--- src/rtl/sad_pkg.sv ---
// rtl/sad_pkg.sv - shared widths and helpers for the SAD window accumulator
package sad_pkg;

  localparam int WIDTH_DEF = 8;
  localparam int LEN_DEF   = 16;

  // Result width wide enough for len differences of width bits each.
  function automatic int sad_sum_w(input int width, input int len);
    return width + $clog2(len);
  endfunction

  // Mask that keeps the upper width-lsb bits of a width-bit operand.
  function automatic logic [63:0] approx_mask(input int width, input int lsb);
    logic [63:0] all_w;
    logic [63:0] low;
    all_w = (64'd1 << width) - 64'd1;
    low   = (64'd1 << lsb) - 64'd1;
    return all_w & ~low;
  endfunction

endpackage

--- src/rtl/absdiff_trunc.sv ---
// rtl/absdiff_trunc.sv - absolute difference with optional LSB truncation
module absdiff_trunc
  import sad_pkg::*;
#(
  parameter int WIDTH      = WIDTH_DEF,
  parameter int APPROX_LSB = 2
) (
  input  logic [WIDTH-1:0] a,
  input  logic [WIDTH-1:0] b,
  input  logic             approx_en,
  output logic [WIDTH-1:0] d
);

  localparam logic [63:0]      MASK64 = approx_mask(WIDTH, APPROX_LSB);
  localparam logic [WIDTH-1:0] MASK   = MASK64[WIDTH-1:0];

  logic [WIDTH-1:0] a_m;
  logic [WIDTH-1:0] b_m;

  // Truncate both operands in approximate mode, then take |a - b| without a sign bit.
  always_comb begin
    a_m = approx_en ? (a & MASK) : a;
    b_m = approx_en ? (b & MASK) : b;
    d   = (a_m >= b_m) ? (a_m - b_m) : (b_m - a_m);
  end

endmodule

--- src/rtl/sad_accum_stream.sv ---
// rtl/sad_accum_stream.sv - streaming windowed sum-of-absolute-differences engine
module sad_accum_stream
  import sad_pkg::*;
#(
  parameter int  WIDTH      = WIDTH_DEF,
  parameter int  LEN        = LEN_DEF,
  parameter int  APPROX_LSB = 2,
  localparam int SUM_W      = sad_sum_w(WIDTH, LEN)
) (
  input  logic             clk,
  input  logic             rst_n,
  input  logic             in_valid,
  output logic             in_ready,
  input  logic [WIDTH-1:0] in_a,
  input  logic [WIDTH-1:0] in_b,
  input  logic             approx_en,
  input  logic             clear,
  output logic             out_valid,
  input  logic             out_ready,
  output logic [SUM_W-1:0] out_sad
);

  localparam int               CNT_W = $clog2(LEN);
  localparam logic [CNT_W-1:0] LAST  = CNT_W'(LEN - 1);

  logic [WIDTH-1:0] diff_w;
  logic             accept;

  logic [WIDTH-1:0] d1_q, d1_d;
  logic             d1_v_q, d1_v_d;
  logic [SUM_W-1:0] acc_q, acc_d;
  logic [CNT_W-1:0] cnt_q, cnt_d;
  logic             out_valid_q, out_valid_d;
  logic [SUM_W-1:0] out_sad_q, out_sad_d;

  absdiff_trunc #(
    .WIDTH      (WIDTH),
    .APPROX_LSB (APPROX_LSB)
  ) u_absdiff (
    .a         (in_a),
    .b         (in_b),
    .approx_en (approx_en),
    .d         (diff_w)
  );

  // A blocked output stalls the input; at most one beat can be in stage 1 then,
  // and it cannot finish another window because one just completed.
  assign in_ready  = ~clear & ~(out_valid_q & ~out_ready);
  assign accept    = in_valid & in_ready;
  assign out_valid = out_valid_q;
  assign out_sad   = out_sad_q;

  // Next-state for the difference stage, accumulator/counter and output register.
  always_comb begin
    d1_d        = accept ? diff_w : d1_q;
    d1_v_d      = accept;
    acc_d       = acc_q;
    cnt_d       = cnt_q;
    out_valid_d = out_valid_q;
    out_sad_d   = out_sad_q;

    if (out_valid_q && out_ready) begin
      out_valid_d = 1'b0;
    end

    if (d1_v_q) begin
      if (cnt_q == LAST) begin
        out_sad_d   = acc_q + SUM_W'(d1_q);
        out_valid_d = 1'b1;
        acc_d       = '0;
        cnt_d       = '0;
      end else begin
        acc_d = acc_q + SUM_W'(d1_q);
        cnt_d = cnt_q + 1'b1;
      end
    end

    if (clear) begin
      d1_v_d      = 1'b0;
      acc_d       = '0;
      cnt_d       = '0;
      out_valid_d = 1'b0;
    end
  end

  // State registers; reset drops any partial window or pending result at once.
  always_ff @(posedge clk or negedge rst_n) begin
    if (!rst_n) begin
      d1_q        <= '0;
      d1_v_q      <= 1'b0;
      acc_q       <= '0;
      cnt_q       <= '0;
      out_valid_q <= 1'b0;
      out_sad_q   <= '0;
    end else begin
      d1_q        <= d1_d;
      d1_v_q      <= d1_v_d;
      acc_q       <= acc_d;
      cnt_q       <= cnt_d;
      out_valid_q <= out_valid_d;
      out_sad_q   <= out_sad_d;
    end
  end

endmodule

--- config.mk ---
export PLATFORM = sky130hd
export DESIGN_NAME = sad_accum_stream
export DESIGN_NICKNAME = d
export VERILOG_FILES = /design/src/rtl/sad_pkg.sv /design/src/rtl/absdiff_trunc.sv /design/src/rtl/sad_accum_stream.sv
export SDC_FILE = /design/constraint.sdc
export NUM_CORES = 1
export LEC_CHECK = 0
export BUFFER_PORTS_ARGS = -buffer_cell sky130_fd_sc_hd__buf_2
export CORE_ASPECT_RATIO = 0.9
export CORE_UTILIZATION = 40
export DETAILED_ROUTE_END_ITERATION = 6
export GPL_TIMING_DRIVEN = 0
export SETUP_SLACK_MARGIN = 0.5
export SYNTH_ARGS = -nofsm -noshare
export SYNTH_HDL_FRONTEND = slang
export SYNTH_HIERARCHICAL = 1
export SYNTH_SLANG_ARGS = --single-unit
--- constraint.sdc ---
create_clock -name clk -period 5.13 [get_ports clk]
set_clock_uncertainty 0.15 [all_clocks]
set_input_delay 0.2565 -clock clk [delete_from_list [all_inputs] [get_ports clk]]
set_output_delay 0.2565 -clock clk [all_outputs]
set_load 0.05 [all_outputs]
==> flow_summary.json, run 1 <==
{
  "pin_count": 36,
  "worstMarginPinSlew_ns": 0.869,
  "slew_viol_final": 0,
  "grt_use_total": 0.179,
  "fin_crit_sh": 0.514,
  "place_congestion": 0.848,
  "crit_family": "compound AO/OA/AOI/OAI gates",
  "synth_top_area_frac": 0.358,
  "p_seq_frac": 0.411,
  "rsz0062_at_grt": "false",
  "synth_largest_area_cell": "dfrtp_1",
  "whs_ns": 0.0714,
  "hold_path_class": "input port to flop",
  "crit_path_top_delay_cell": "a211oi_4",
  "grt_max_degree": 39,
  "fin_util": 0.485,
  "critPathKind": "input port to flop",
  "avgSynthCellArea_um2": 9.62,
  "start_kind": "input port",
  "cts_tree": "done",
  "wl_per_cell_um": 13.5,
  "ys.flop_type": "dfrtp_1",
  "clkPwrFrac": 0.239,
  "numCtsBuffers": 5,
  "drv_cap": 0,
  "htreeDepth": 2,
  "synthTopCellsByArea": "dfrtp_1 (36%), ha_1 (11%), nand2_1 (4.1%), mux2_2 (3.8%), inv_1 (3.5%)",
  "cp-end-kind": "flop",
  "syn-num-nets": 325,
  "synth_cells": 276,
  "place_inst": 398,
  "post_synth_num_cell_types": 50,
  "max-slew-margin-rel": 0.421,
  "crit_required_ns": 5.15,
  "layout_setup_ws_ns": 2.49,
  "instances_no_fill": 405,
  "seq_area_um2": 951,
  "min_period_ns": 2.64,
  "p_int_uw": 572,
  "multiInputGateArea_um2": 1550,
  "drtPass1Iterations": 5,
  "fmax_mhz": 379,
  "antenna_cells": 0,
  "synth-seq-cells": 38,
  "place_ws_ns": 2.20,
  "grt_pass1_vias": 2023,
  "nNetsFinal": 368,
  "start_util": 0.425,
  "avgViaCountPerCell": 5.25,
  "power_density_nw_per_um2": 282,
  "p_sw_frac": 0.330,
  "clock_latency_ns": 0.29,
  "setup_viol": 0,
  "hold_violations": 0,
  "ir_drop_uv": 125,
  "path_clk_slew_ns": 0.07,
  "crit_path_cell_trace": "buf_2, nor2b_1, inv_1, fa_1, nand3_1, a31oi_1, a211oi_4, mux2i_1, xor2_1, mux2_2",
  "clockBufferDepth": 2,
  "drt_iter0_markers": 112,
  "power_frac_comb": 0.349,
  "wl_um": 5450,
  "via_count": 2125,
  "yosys_warnings": 6,
  "fp.dieH_um": 79.3,
  "status": "finished, final reports clean",
  "synth_edf_count": 0,
  "n_fill_cell": 613,
  "num_rows": 27,
  "cp.buffers_inverters": 2,
  "synthesis.area_um2": 2660,
  "crit_arrival_ns": 2.66,
  "p_leak_nw": 1.54,
  "p_switching_uw": 282,
  "ys_seq_area_frac": 0.358,
  "place.port_buffers": 35,
  "cts_sinks": 38,
  "grt.overflow.total": 0,
  "die-width_um": 87.9,
  "dieArea_um2": 6970,
  "fin_tns_setup_ns": 0,
  "cts.root.buffer_cell": "clkbuf_8",
  "grt_pass1_wl_um": 9690,
  "drive_above_1_share": 0.223,
  "final_antenna_net_count": 0,
  "dp_hpwl_um": 4120,
  "drc": 0,
  "critPathMaxStageDelay_ns": 0.50,
  "syn_to_final_growth_pct": 14.2,
  "core-area_um2": 6250,
  "cp_max_fo": 7,
  "antenna_found_initial": 0,
  "synthArstFlopShare": 1.00
}
==> area by class of cell <==
type	count	share of cell area
Tap cell	87	0.0359
Sequential cell	38	0.314
Multi-Input combinational cell	204	0.510
Buffer	9	0.0210
Clock buffer	6	0.0272
Inverter	25	0.0310
Timing Repair Buffer	36	0.0611
==> flip-flops by register name, summed over array words and instances (netlist names) <==
name,cells
out_sad,12
acc_q,12
d1_v_q,1
out_valid,1
d1_q,8
cnt_q,4
==> kinds of logic after synthesis <==
kind of cell / share of synthesized area
AOI/OAI and AO/OA: 0.185
xor gates and xnor gates: 0.0429
adders and majority gates: 0.136
buffers and inverters: 0.0594
DFF: 0.358
muxes: 0.0726
and+or+nand+nor: 0.147
==> what timing repair did <==
item                                    in CTS  in global routing
endpoints found under the setup margin       0                  0
setup buffers                                0                  0
resized for setup                            0                  0
hold buffers                                 1                  0
hold endpoints to repair                    38                  0
==> path summary, 6_finish.rpt <==
check / end / depth (start not counted) / slack, ns / startpoint
max: d1_q[5] / 10 / 2.49 / approx_en
min: out_valid / 2 / 0.07 / clear
max reg2reg: acc_q[8] / 8 / 2.81 / d1_q[0]
min reg2reg: out_sad[1] / 2 / 0.33 / out_sad[1]
max in group asynchronous: acc_q[6] / 2 / 3.82 / rst_n
min in group asynchronous: acc_q[1] / 2 / 0.47 / rst_n
==> Yosys cell counts, drive strengths merged, types with 2 or more instances <==
library cell  instances
clkbuf                3
xnor2                 8
and2                  7
a21boi                2
o22ai                 2
dfrtp                38
a211o                 3
nand4                 8
mux2i                 8
a31o                  2
nand2b                5
or3                   2
a21oi                15
fa                    3
nand2                29
a31oi                 6
buf                   6
a32o                  2
a21o                 10
inv                  25
o21ai                18
a22o                  5
mux2                 10
nor2                  7
ha                   24
nand3b                3
a211oi                3
nor2b                 2
xor2                  5
nand3                 7
==> power by group through the flow <==
stage	clock network, mW	registers (mW)	logic [mW]
floorplan	0	0.350	0.233
global placement	0	0.357	0.291
detailed placement	0	0.358	0.296
CTS	0.210	0.352	0.298
global route	0.223	0.356	0.341
finish	0.204	0.351	0.298
==> placed cells by master, fill, tap and decap left out, drive strengths merged, types with 5 or more instances in the layout <==
cell type | Yosys | routed
buf | 6 | 41
nand2 | 29 | 29
inv | 25 | 25
mux2 | 10 | 10
o21ai | 18 | 18
nand3 | 7 | 7
mux2i | 8 | 8
dfrtp | 38 | 38
nand2b | 5 | 5
a21o | 10 | 10
nand4 | 8 | 8
and2 | 7 | 7
xor2 | 5 | 5
a21oi | 15 | 15
nor2 | 7 | 7
ha | 24 | 24
xnor2 | 8 | 8
a31oi | 6 | 6
clkbuf | 3 | 9
a22o | 5 | 5
==> through the flow <==
stage,power [mW],instance area (um2)
after floorplan,0.584,2660
after global placement,0.648,2940
after detailed placement,0.654,2940
after CTS,0.861,3030
after global routing,0.920,3030
final,0.854,3030
==> layer usage <==
metal	global-route usage	share of wire	up-vias	wire length, um
met5	0	0	-	0
met4	0.0443	0.010	0	57
met3	0.0343	0.044	8	242
met2	0.271	0.42	50	2260
met1	0.260	0.53	1004	2890
li1	-	-	1063	-
Note: power is estimated with default switching activity, not from simulation.
==> run 2, diff against run 1 <==
Clock period 5.13 ns to 2.6 ns, I/O delays scaled along.
==> flow_summary.json, run 2 (synthesis gave the netlist of run 1 again) <==
{
  "status": "finished, final reports clean",
  "hold_path_class": "input port to flop",
  "crit_arrival_ns": 2.18,
  "core-area_um2": 6250,
  "place_congestion": 0.842,
  "fmax_mhz": 465,
  "total_power_mw": 1.85,
  "start_kind": "flop",
  "layout_commonest_cell": "dfrtp_1",
  "drive_above_1_share": 0.342,
  "num_rows": 27,
  "stdcell_area_um2": 3350,
  "place.port_buffers": 35,
  "grt_max_degree": 39,
  "max-slew-margin-rel": 0.438,
  "worstMarginPinSlew_ns": 0.843,
  "htreeDepth": 2,
  "nNetsFinal": 381,
  "path_clk_slew_ns": 0.08,
  "grt_pass1_wl_um": 9840,
  "dieArea_um2": 6970,
  "cts_tree": "done",
  "grt_use_total": 0.183,
  "placed_area_um2": 3000,
  "whs_ns": 0.183,
  "clockBufferDepth": 2,
  "instances_no_fill": 420,
  "fin_tns_setup_ns": 0,
  "pin_count": 36,
  "grt_pass1_vias": 2156,
  "final_antenna_net_count": 0,
  "place_inst": 398,
  "cp_max_fo": 3,
  "grt.overflow.total": 0,
  "min_period_ns": 2.15,
  "fp.dieH_um": 79.3,
  "final_cell_mix": "dfrtp_1 (38), buf_2 (36), nand2_1 (29), inv_1 (22), ha_1 (21)",
  "cts_sinks": 38,
  "die-width_um": 87.9,
  "fin_util": 0.536,
  "wl_um": 5790,
  "ir_drop_uv": 239,
  "cp-end-kind": "flop",
  "fin_crit_sh": 0.827,
  "slew_viol_final": 0,
  "rsz0062_at_grt": "true",
  "drc": 0,
  "antenna_found_initial": 0,
  "layout_setup_ws_ns": 0.449,
  "wl_per_cell_um": 13.8,
  "route.met3.wl_um": 211,
  "power_density_nw_per_um2": 551,
  "avgViaCountPerCell": 5.19,
  "drt-met1-wl_um": 2970,
  "syn_to_final_growth_pct": 26.1,
  "hold_violations": 0,
  "numCtsBuffers": 5,
  "start_util": 0.425,
  "via_count": 2178,
  "critPathKind": "flop to flop",
  "drtPass1Iterations": 4,
  "clock_latency_ns": 0.29,
  "drv_cap": 0,
  "place_ws_ns": 0.0721,
  "wl_met2_um": 2550,
  "dp_hpwl_um": 4190,
  "drt_iter0_markers": 72,
  "crit_required_ns": 2.62,
  "setup_viol": 0,
  "cts.root.buffer_cell": "clkbuf_8",
  "antenna_cells": 0,
  "p_leak_nw": 1.67,
  "dr.max_layer_used": "met4"
}
[run 2: cell types whose count changed in the layout (fill, tap and decap cells not counted), moves of 3 or more]
| cell | delta |
|---|---|
| ha_1 | -3 |
| inv_2 | +3 |
| buf_4 | +10 |
| a21oi_1 | -3 |
| nand2b_1 | -3 |
| inv_1 | -3 |
| mux2_2 | -3 |
| nand2b_4 | +3 |
| mux2_4 | +4 |
| o21ai_0 | -3 |
[run 2: critical path, stage by stage, from the launching register on]
cell	delay, ns
dfrtp_1	0.36
ha_2	0.19
inv_2	0.04
fa_2	0.35
nand2b_4	0.16
a21o_4	0.22
a211o_4	0.35
a21oi_2	0.13
o22ai_1	0.08
[run 2: timing repair]
item                                    in CTS  in global routing
buffers inserted                             7                  4
endpoints found under the setup margin      15                 16
gates resized for setup                     11                 21
hold buffers                                 3                  0
pin swaps                                    8                  6
hold endpoints to repair                    41                  0
[run 2: power breakdown]
part,internal (mW),switching [mW]
Combinational,0.351,0.371
Sequential,0.653,0.0397
Clock,0.213,0.217
[run 2: path summary, 6_finish.rpt]
path / endpoint / cells after the start / from / slack, ns
max reg2reg: acc_q[10] / 8 / d1_q[0] / 0.45
max: acc_q[10] / 8 / d1_q[0] / 0.45
max in group asynchronous: out_sad[7] / 2 / rst_n / 1.44
min reg2reg: out_sad[9] / 2 / out_sad[9] / 0.33
min: d1_v_q / 3 / in_valid / 0.18
min in group asynchronous: d1_q[1] / 2 / rst_n / 0.32
[run 2: final cells by class]
class | instances | area (um2)
Clock inverter | 2 | 12.5
Timing Repair Buffer | 49 | 310
Sequential cell | 38 | 951
Multi-Input combinational cell | 204 | 1720
Clock buffer | 6 | 82.6
Buffer | 9 | 65.1
Fill cell | 582 | 2900
Tap cell | 87 | 109
Inverter | 25 | 93.8
[run 2: metal layers]
metal | up-vias | GRT usage
met4 | 0 | 0.0443
met3 | 6 | 0.0343
met1 | 1043 | 0.262
met2 | 41 | 0.282
li1 | 1088 | -
met5 | - | 0
